**src/rtl/rggen_rtl_pkg.sv**
```systemverilog
// Shared rggen bus definitions.
// Host-side status encoding matches the AXI resp field bit for bit.
package rggen_rtl_pkg;

  typedef enum logic [1:0] {
    RGGEN_OKAY        = 2'b00,
    RGGEN_EXOKAY      = 2'b01,
    RGGEN_SLAVE_ERROR = 2'b10,
    RGGEN_ERROR       = 2'b11
  } rggen_status;

  function automatic rggen_status rggen_status_from_resp(
    input logic [1:0] resp
  );
    return rggen_status'(resp);
  endfunction

endpackage

```
**src/rtl/rggen_axi4lite_valid_holder.sv**
```systemverilog
// AXI valid flop: set on load, cleared once the handshake completes.
// Synchronous active-high reset.
module rggen_axi4lite_valid_holder (
  input  logic i_clk,
  input  logic i_rst,
  input  logic i_load,
  input  logic i_ready,
  output logic o_valid
);

  always_ff @(posedge i_clk) begin
    if (i_rst) begin
      o_valid <= 1'b0;
    end else if (i_load) begin
      o_valid <= 1'b1;
    end else if (o_valid && i_ready) begin
      o_valid <= 1'b0;
    end
  end

endmodule

```
**src/rtl/rggen_axi4lite_bridge.sv**
```systemverilog
// Single-outstanding register-bus host to AXI4-Lite initiator bridge.
// One request in flight; result presented with a one-cycle o_ready pulse.
module rggen_axi4lite_bridge
  import rggen_rtl_pkg::*;
#(
  parameter int                   ADDRESS_WIDTH = 8,
  parameter int                   BUS_WIDTH     = 32,
  parameter logic [2:0]           AXI_PROT      = 3'b000,
  parameter logic [BUS_WIDTH-1:0] ERROR_DATA    = '0
) (
  input  logic                     i_clk,
  input  logic                     i_rst,
  input  logic                     i_valid,
  input  logic [ADDRESS_WIDTH-1:0] i_address,
  input  logic                     i_write,
  input  logic [BUS_WIDTH-1:0]     i_write_data,
  input  logic [BUS_WIDTH/8-1:0]   i_strobe,
  output logic                     o_ready,
  output logic [1:0]               o_status,
  output logic [BUS_WIDTH-1:0]     o_read_data,
  output logic                     o_awvalid,
  input  logic                     i_awready,
  output logic [ADDRESS_WIDTH-1:0] o_awaddr,
  output logic [2:0]               o_awprot,
  output logic                     o_wvalid,
  input  logic                     i_wready,
  output logic [BUS_WIDTH-1:0]     o_wdata,
  output logic [BUS_WIDTH/8-1:0]   o_wstrb,
  input  logic                     i_bvalid,
  output logic                     o_bready,
  input  logic [1:0]               i_bresp,
  output logic                     o_arvalid,
  input  logic                     i_arready,
  output logic [ADDRESS_WIDTH-1:0] o_araddr,
  output logic [2:0]               o_arprot,
  input  logic                     i_rvalid,
  output logic                     o_rready,
  input  logic [BUS_WIDTH-1:0]     i_rdata,
  input  logic [1:0]               i_rresp
);

  localparam int STROBE_WIDTH = BUS_WIDTH / 8;

  typedef enum logic [2:0] {
    IDLE,
    WRITE_REQUEST,
    WRITE_RESPONSE,
    READ_REQUEST,
    READ_RESPONSE,
    HOST_RESPONSE
  } state_e;

  state_e                   state;
  state_e                   state_next;
  logic                     load_write;
  logic                     load_read;
  logic                     aw_done;
  logic                     w_done;
  logic                     capture;
  logic                     b_take;
  logic                     r_take;
  logic [ADDRESS_WIDTH-1:0] address;
  logic [BUS_WIDTH-1:0]     write_data;
  logic [STROBE_WIDTH-1:0]  strobe;
  rggen_status              status;
  logic [BUS_WIDTH-1:0]     read_data;

  always_ff @(posedge i_clk) begin
    if (i_rst) begin
      state <= IDLE;
    end else begin
      state <= state_next;
    end
  end

  // A channel counts as done once its valid is low again
  // or its handshake is happening this cycle.
  assign aw_done = !o_awvalid || i_awready;
  assign w_done  = !o_wvalid  || i_wready;

  always_comb begin
    state_next = state;
    load_write = 1'b0;
    load_read  = 1'b0;
    unique case (state)
      IDLE: begin
        if (i_valid && i_write) begin
          load_write = 1'b1;
          state_next = WRITE_REQUEST;
        end else if (i_valid) begin
          load_read  = 1'b1;
          state_next = READ_REQUEST;
        end
      end
      WRITE_REQUEST: begin
        if (aw_done && w_done) begin
          state_next = WRITE_RESPONSE;
        end
      end
      WRITE_RESPONSE: begin
        if (i_bvalid) begin
          state_next = HOST_RESPONSE;
        end
      end
      READ_REQUEST: begin
        if (i_arready) begin
          state_next = READ_RESPONSE;
        end
      end
      READ_RESPONSE: begin
        if (i_rvalid) begin
          state_next = HOST_RESPONSE;
        end
      end
      HOST_RESPONSE: begin
        state_next = IDLE;
      end
      default: begin
        state_next = IDLE;
      end
    endcase
  end

  rggen_axi4lite_valid_holder u_aw_valid (
    .i_clk   (i_clk),
    .i_rst   (i_rst),
    .i_load  (load_write),
    .i_ready (i_awready),
    .o_valid (o_awvalid)
  );

  rggen_axi4lite_valid_holder u_w_valid (
    .i_clk   (i_clk),
    .i_rst   (i_rst),
    .i_load  (load_write),
    .i_ready (i_wready),
    .o_valid (o_wvalid)
  );

  rggen_axi4lite_valid_holder u_ar_valid (
    .i_clk   (i_clk),
    .i_rst   (i_rst),
    .i_load  (load_read),
    .i_ready (i_arready),
    .o_valid (o_arvalid)
  );

  assign capture = (state == IDLE) && i_valid;

  always_ff @(posedge i_clk) begin
    if (capture) begin
      address    <= i_address;
      write_data <= i_write_data;
      strobe     <= i_strobe;
    end
  end

  assign b_take = (state == WRITE_RESPONSE) && i_bvalid;
  assign r_take = (state == READ_RESPONSE) && i_rvalid;

  always_ff @(posedge i_clk) begin
    if (i_rst) begin
      status    <= RGGEN_OKAY;
      read_data <= '0;
    end else if (b_take) begin
      status    <= rggen_status_from_resp(i_bresp);
      read_data <= '0;
    end else if (r_take) begin
      status    <= rggen_status_from_resp(i_rresp);
      read_data <= i_rresp[1] ? ERROR_DATA : i_rdata;
    end
  end

  assign o_awaddr    = address;
  assign o_araddr    = address;
  assign o_awprot    = AXI_PROT;
  assign o_arprot    = AXI_PROT;
  assign o_wdata     = write_data;
  assign o_wstrb     = strobe;
  assign o_bready    = state == WRITE_RESPONSE;
  assign o_rready    = state == READ_RESPONSE;
  assign o_ready     = state == HOST_RESPONSE;
  assign o_status    = status;
  assign o_read_data = read_data;

endmodule

```
**config.mk**
```make
export PLATFORM = sky130hd
export DESIGN_NAME = rggen_axi4lite_bridge
export DESIGN_NICKNAME = d
export VERILOG_FILES = /design/src/rtl/rggen_rtl_pkg.sv /design/src/rtl/rggen_axi4lite_valid_holder.sv /design/src/rtl/rggen_axi4lite_bridge.sv
export SDC_FILE = /design/constraint.sdc
export NUM_CORES = 1
export LEC_CHECK = 0
export ABC_CLOCK_PERIOD_IN_PS = 11600
export CAP_MARGIN = 20
export CORE_ASPECT_RATIO = 1.1
export CORE_UTILIZATION = 30
export CTS_BUF_LIST = sky130_fd_sc_hd__clkbuf_8
export CTS_CLUSTER_DIAMETER = 30
export DETAILED_ROUTE_END_ITERATION = 10
export MAX_ROUTING_LAYER = met4
export PLACE_DENSITY = 0.67
export SLEW_MARGIN = 20
export SYNTH_ARGS = -nofsm -noshare
export SYNTH_HDL_FRONTEND = slang
export SYNTH_SLANG_ARGS = --single-unit
```
**constraint.sdc**
```tcl
create_clock -name i_clk -period 11.6 [get_ports i_clk]
set_input_delay 1.74 -clock i_clk [delete_from_list [all_inputs] [get_ports i_clk]]
set_output_delay 1.74 -clock i_clk [all_outputs]
set_load 0.02 [all_outputs]
```
==> impl_metrics.py, run 1 <==
metrics = {
    "setup_path": {
        "rrSetupSlack_ns": 9.81,
        "crit_arrival_ns": 1.82,
        "start_kind": "register",
        "reg2reg_to": "o_read_data[24]",
        "reg2regPathDepth": 5,
        "path_max_fanout": 10,
        "critPathKind": "register to primary output",
        "reg2reg_from": "state[2]",
        "required_ns": 9.86,
        "end_kind": "primary output",
    },
    "placed_design": {
        "detailedPlace.worstSlack_ns": 7.95,
        "io_buffers": 180,
        "gp_congestion": 0.758,
        "placed_cells": 528,
        "dpl.hpwl_um": 6030,
    },
    "sta": {
        "relSlewSlack_pct": 40.8,
        "fmax_mhz": 281,
        "tns_ns": 0,
        "finalClockSkew_ns": 0.00765,
        "worst_slew_pin_slew_ns": 0.885,
        "setup_slack_ns": 8.04,
        "finalCritPeriodShare_pct": 30.6,
        "layout_min_cycle_time_ns": 3.56,
        "setup_viol": 0,
        "maxSlewViolCount": 0,
        "hold_viol": 0,
        "rsz0062_at_grt": "no",
    },
    "power": {
        "power_density_nw_per_um2": 173,
        "netSwitchingFraction_pct": 29.7,
        "switchingPower_uw": 265,
        "finalPower_uw": 891,
        "sequentialPowerShare_pct": 44.3,
        "p_leak_nw": 1.73,
        "p_int_uw": 626,
        "vdd_drop_max_uv": 92.8,
        "combPwrFrac_pct": 29.8,
        "clock_power_share_pct": 25.9,
    },
    "layout": {
        "post-route-util_pct": 51.7,
        "drive_above_1_share_pct": 5.88,
        "fillers": 929,
        "nets": 509,
        "antennaDiodeCount": 0,
        "instances_no_fill": 545,
        "syn_to_final_growth_pct": 65.2,
    },
    "drt": {
        "route.detailed.drc": 0,
        "routed_wl_um": 8330,
        "drtPass1Iterations": 4,
        "viasPerCell": 4.54,
        "drtAntennaViolNets": 0,
        "wire_per_inst_um": 15.3,
        "via_count": 2476,
        "drt_iter0_drc": 109,
    },
    "die": {
        "rows": 38,
        "core_area_um2": 9980,
        "die_y_um": 109,
        "initial_utilization_pct": 31.3,
        "dieArea_um2": 10800,
        "fp.dieW_um": 99.3,
        "num_io_pins": 187,
    },
    "clock_network": {
        "postCtsHoldBufs": 0,
        "cts-resized-gates": 0,
        "cts_tree": "yes",
        "cts_root_buffer": "clkbuf_8",
        "cts_setup_buffers": 0,
        "cts_buffer_depth": 2,
        "clkTransAtPathRegs_ns": 0.08,
        "htreeDepth": 3,
        "cts.sinks": 84,
        "clock_latency_ns": 0.36,
        "cts_buffers": 9,
    },
    "yosys": {
        "syn_area_um2": 3120,
        "synth-async-reset-ratio_pct": 0,
        "syn_inst": 253,
        "synth_seq_area_share_pct": 68.0,
        "synth_top_area_cell": "edfxtp_1",
        "syn_area_per_cell_um2": 12.3,
        "yosys_register_bits": 84,
        "synth_area_leaders": "edfxtp_1 (42%), dfxtp_1 (26%), nand3b_1 (7.9%)",
        "yosys_warnings": 0,
        "synth_flop_cell": "edfxtp_1",
        "ys_types": 30,
        "yosysTopAreaCellShare_pct": 42.3,
        "synth_edf_count": 44,
    },
    "global_routing": {
        "grt_pass1_wl_um": 12500,
        "grt_pass1_vias": 2452,
        "grtUsageTotal_pct": 15.9,
        "grt_max_degree": 47,
        "grt_overflow_total": 0,
        "antenna_found_initial": 0,
    },
    "min_path": {
        "min-delay-start": "o_read_data[21]",
        "holdPathStages": 2,
        "hold_end": "o_read_data[21]",
        "hold_class": "register to register",
    },
    "run": {
        "cap_violations": 0,
    },
    "run_status": {
        "status": "completed",
    },
}
per-stage QoR:
stage	area [um2]	hold slack (ns)
6_report	5160	0.454
5_1_grt	5160	0.475
2_1_floorplan	3140	0.530
3_5_place_dp	4920	0.445
3_3_place_gp	4920	0.438
4_1_cts	5150	0.455
power by group through the flow:
stage          combinational [mW]  sequential [mW]  clock, mW
4_1_cts                     0.267            0.395      0.239
6_report                    0.266            0.394      0.231
3_5_place_dp                0.266            0.402          0
2_1_floorplan              0.0905            0.453          0
3_3_place_gp                0.264            0.400          0
5_1_grt                     0.280            0.400      0.251
cells by family after synthesis:
group | share of synthesized area (%)
DFF | 68.0
and+or+nand+nor | 16.1
other | 0.120
muxes | 1.72
buffers and inverters | 6.41
AOI/OAI and AO/OA | 7.70
layout make-up:
type / count / area (um2) / area share (%)
clock buffer: 10 / 138 / 2.67
clock inverter: 6 / 87.6 / 1.70
inverter: 2 / 7.51 / 0.146
multi-input combinational: 140 / 825 / 16.0
sequential: 84 / 2120 / 41.1
tap: 120 / 150 / 2.91
timing repair buffer: 183 / 1830 / 35.4
layer usage:
layer	part of all wire, %	global-route usage (%)	up-vias
li1	-	-	1203
met1	40	17.2	1156
met2	52	27.0	99
met3	4.9	2.56	18
met4	3.3	10.4	0
met5	0	-	-
Yosys cell counts, drive strengths merged, types with 2 or more instances:
| library cell | instances |
|---|---|
| a21oi | 35 |
| and4bb | 2 |
| buf | 24 |
| clkbuf | 8 |
| dfxtp | 40 |
| edfxtp | 44 |
| inv | 2 |
| mux2 | 3 |
| mux2i | 2 |
| nand2 | 35 |
| nand2b | 4 |
| nand3b | 33 |
| nor2 | 4 |
| nor3b | 3 |
| o21a | 2 |
worst max-delay path: stages, from the launching register on:
cell and delay, ns:
dfxtp_1 0.50, nor3b_2 0.31, clkdlybuf4s50_1 0.66
sequential cells by signal, indices dropped and copies added, names as in the netlist:
name                flops
o_araddr                8
state                   3
o_wstrb                 4
u_w_valid.o_valid       1
o_wdata                32
u_ar_valid.o_valid      1
o_status                2
o_read_data            32
u_aw_valid.o_valid      1
how the worst max path moves through the flow:
stage	start	end	slack [ns]	depth (start not counted)
3_3_place_gp	i_bvalid	o_read_data[5]	8.02	4
2_1_floorplan	i_valid	u_aw_valid.o_valid	4.55	3
5_1_grt	state[0]	o_ready	7.95	2
4_1_cts	state[0]	o_ready	8.02	2
3_5_place_dp	i_bvalid	o_read_data[4]	7.95	4
6_report	state[2]	o_rready	8.04	2
cells in the final DEF (no fill, tap or decap), types with 3 or more instances in the layout:
cell	n
clkdlybuf4s50_1	180
nand3b_1	33
conb_1	6
edfxtp_1	44
nor2_1	4
nand2b_1	4
dfxtp_1	40
a21oi_1	35
mux2_2	3
nand2_1	35
clkbuf_8	10
(Power assumes the default switching activity.)
==> run 2, diff against run 1 <==
--- a/config.mk
+++ b/config.mk
@@ -5,7 +5,7 @@
 export SDC_FILE = /design/constraint.sdc
 export NUM_CORES = 1
 export LEC_CHECK = 0
-export ABC_CLOCK_PERIOD_IN_PS = 11600
+export ABC_CLOCK_PERIOD_IN_PS = 3200
 export CAP_MARGIN = 20
 export CORE_ASPECT_RATIO = 1.1
 export CORE_UTILIZATION = 30
@@ -13,7 +13,7 @@
 export CTS_CLUSTER_DIAMETER = 30
 export DETAILED_ROUTE_END_ITERATION = 10
 export MAX_ROUTING_LAYER = met4
-export PLACE_DENSITY = 0.67
+export PLACE_DENSITY = 0.69
 export SLEW_MARGIN = 20
 export SYNTH_ARGS = -nofsm -noshare
 export SYNTH_HDL_FRONTEND = slang
==> constraint.sdc (replaced) <==
create_clock -name i_clk -period 3.2 [get_ports i_clk]
set_input_delay 0.48 -clock i_clk [delete_from_list [all_inputs] [get_ports i_clk]]
set_output_delay 0.48 -clock i_clk [all_outputs]
set_load 0.02 [all_outputs]
==> impl_metrics.py, run 2 (synthesized netlist as in run 1, its figures left out) <==
metrics = {
    "run_status": {
        "status": "completed",
    },
    "sta": {
        "layout_min_cycle_time_ns": 2.36,
        "setup_viol": 0,
        "rsz0062_at_grt": "no",
        "maxSlewViolCount": 0,
        "fmax_mhz": 423,
        "finalClockSkew_ns": 0.00960,
        "tns_ns": 0,
        "setup_slack_ns": 0.838,
        "hold_ws_ns": 0.451,
        "worst_slew_pin_slew_ns": 0.556,
        "relSlewSlack_pct": 63.0,
        "hold_viol": 0,
        "finalCritPeriodShare_pct": 73.8,
    },
    "layout": {
        "final_cell_mix": "clkdlybuf4s50_1 (180), edfxtp_1 (44), dfxtp_1 (40), nand2_1 (35), a21oi_1 (35)",
        "final_area_um2": 5190,
        "post-route-util_pct": 52.0,
        "nets": 511,
        "drive_above_1_share_pct": 5.85,
        "instances_no_fill": 548,
        "final_common_cell": "clkdlybuf4s50_1",
        "fillers": 898,
        "syn_to_final_growth_pct": 66.2,
    },
    "setup_path": {
        "required_ns": 2.72,
        "path_delay_family": "buffers and inverters",
        "cpPeakStageDelay_ns": 0.66,
        "end_kind": "primary output",
        "start_kind": "register",
        "cp_slowest_cell": "clkdlybuf4s50_1",
        "crit_arrival_ns": 1.88,
        "critPathBufInv": 1,
        "path_max_fanout": 11,
        "critPathKind": "register to primary output",
        "critical_path.cell_chain": "nor3b_1 -> clkdlybuf4s50_1",
    },
    "power": {
        "p_leak_nw": 1.76,
        "power_density_nw_per_um2": 632,
        "finalPower_mw": 3.28,
        "vdd_drop_max_uv": 253,
    },
    "placed_design": {
        "placed_cells": 531,
        "io_buffers": 180,
        "detailedPlace.worstSlack_ns": 0.978,
        "dpl.hpwl_um": 6390,
        "gp_congestion": 0.764,
        "dpl_cell_area_um2": 4950,
    },
    "drt": {
        "met3WireLength_um": 879,
        "route.detailed.drc": 0,
        "met2_length_um": 4030,
        "routed_wl_um": 8700,
        "wire_per_inst_um": 15.9,
        "drtPass1Iterations": 4,
        "via_count": 2519,
        "viasPerCell": 4.60,
        "wl_met1_um": 3660,
        "drt_iter0_drc": 87,
        "drtAntennaViolNets": 0,
        "top_layer": "met4",
    },
    "clock_network": {
        "cts_root_buffer": "clkbuf_8",
        "cts_buffer_depth": 2,
        "clock_latency_ns": 0.35,
        "cts-resized-gates": 0,
        "clkTransAtPathRegs_ns": 0.08,
        "htreeDepth": 3,
        "cts_setup_buffers": 0,
        "postCtsHoldBufs": 0,
        "cts_tree": "yes",
        "cts_buffers": 9,
        "cts.sinks": 84,
    },
    "run": {
        "cap_violations": 0,
    },
    "die": {
        "dieArea_um2": 10800,
        "die_y_um": 109,
        "core_area_um2": 9980,
        "initial_utilization_pct": 31.3,
        "fp.dieW_um": 99.3,
        "num_io_pins": 187,
        "rows": 38,
    },
    "min_path": {
        "hold_class": "register to register",
    },
    "global_routing": {
        "grtUsageTotal_pct": 16.3,
        "grt_max_degree": 47,
        "grt_pass1_vias": 2398,
        "grt_overflow_total": 0,
        "grt_pass1_wl_um": 12700,
        "antenna_found_initial": 1,
    },
}
run 2: changes by cell type in the layout (fill, tap and decap cells not counted), sizes merged:
cell / previous run / this run
buf: 3 / 5
inv: 2 / 4
bufinv: 2 / 3
clkbuf: 10 / 9
clkinv: 2 / 1
clkinvlp: 2 / 1
diode: 0 / 1
run 2: final timing paths:
kind	start	end	slack, ns	cells after the start
hold reg to reg	o_read_data[15]	o_read_data[15]	0.45	2
setup reg to reg	state[1]	o_read_data[27]	1.35	4
setup / recovery	state[1]	o_bready	0.84	2
hold / removal	o_read_data[15]	o_read_data[15]	0.45	2
run 2: report_power, final:
part           switching [mW]  internal, mW  total (mW)
clock                   0.362         0.512       0.874
sequential             0.0983          1.34        1.44
combinational           0.490         0.472       0.961
run 2: cell type report:
type / count / area, um2 / share of cell area [%]
timing repair buffer: 185 / 1840 / 35.4
tap: 120 / 150 / 2.89
clock buffer: 9 / 124 / 2.39
sequential: 84 / 2120 / 40.9
clock inverter: 7 / 110 / 2.12
inverter: 2 / 7.51 / 0.145
multi-input combinational: 140 / 833 / 16.1
antenna: 1 / 2.50 / 0.0482
run 2: layer usage:
layer	GRT usage [%]	vias up
li1	-	1206
met1	18.9	1164
met2	25.5	139
met3	5.71	10
met4	7.56	0
met5	-	-
run 2: tightest hold or removal path: cells and delay by family (launching register included):
kind,cells,cell delay (ns)
AOI/OAI and AO/OA,1,0.05
DFF,1,0.31
and+or+nand+nor,1,0.05
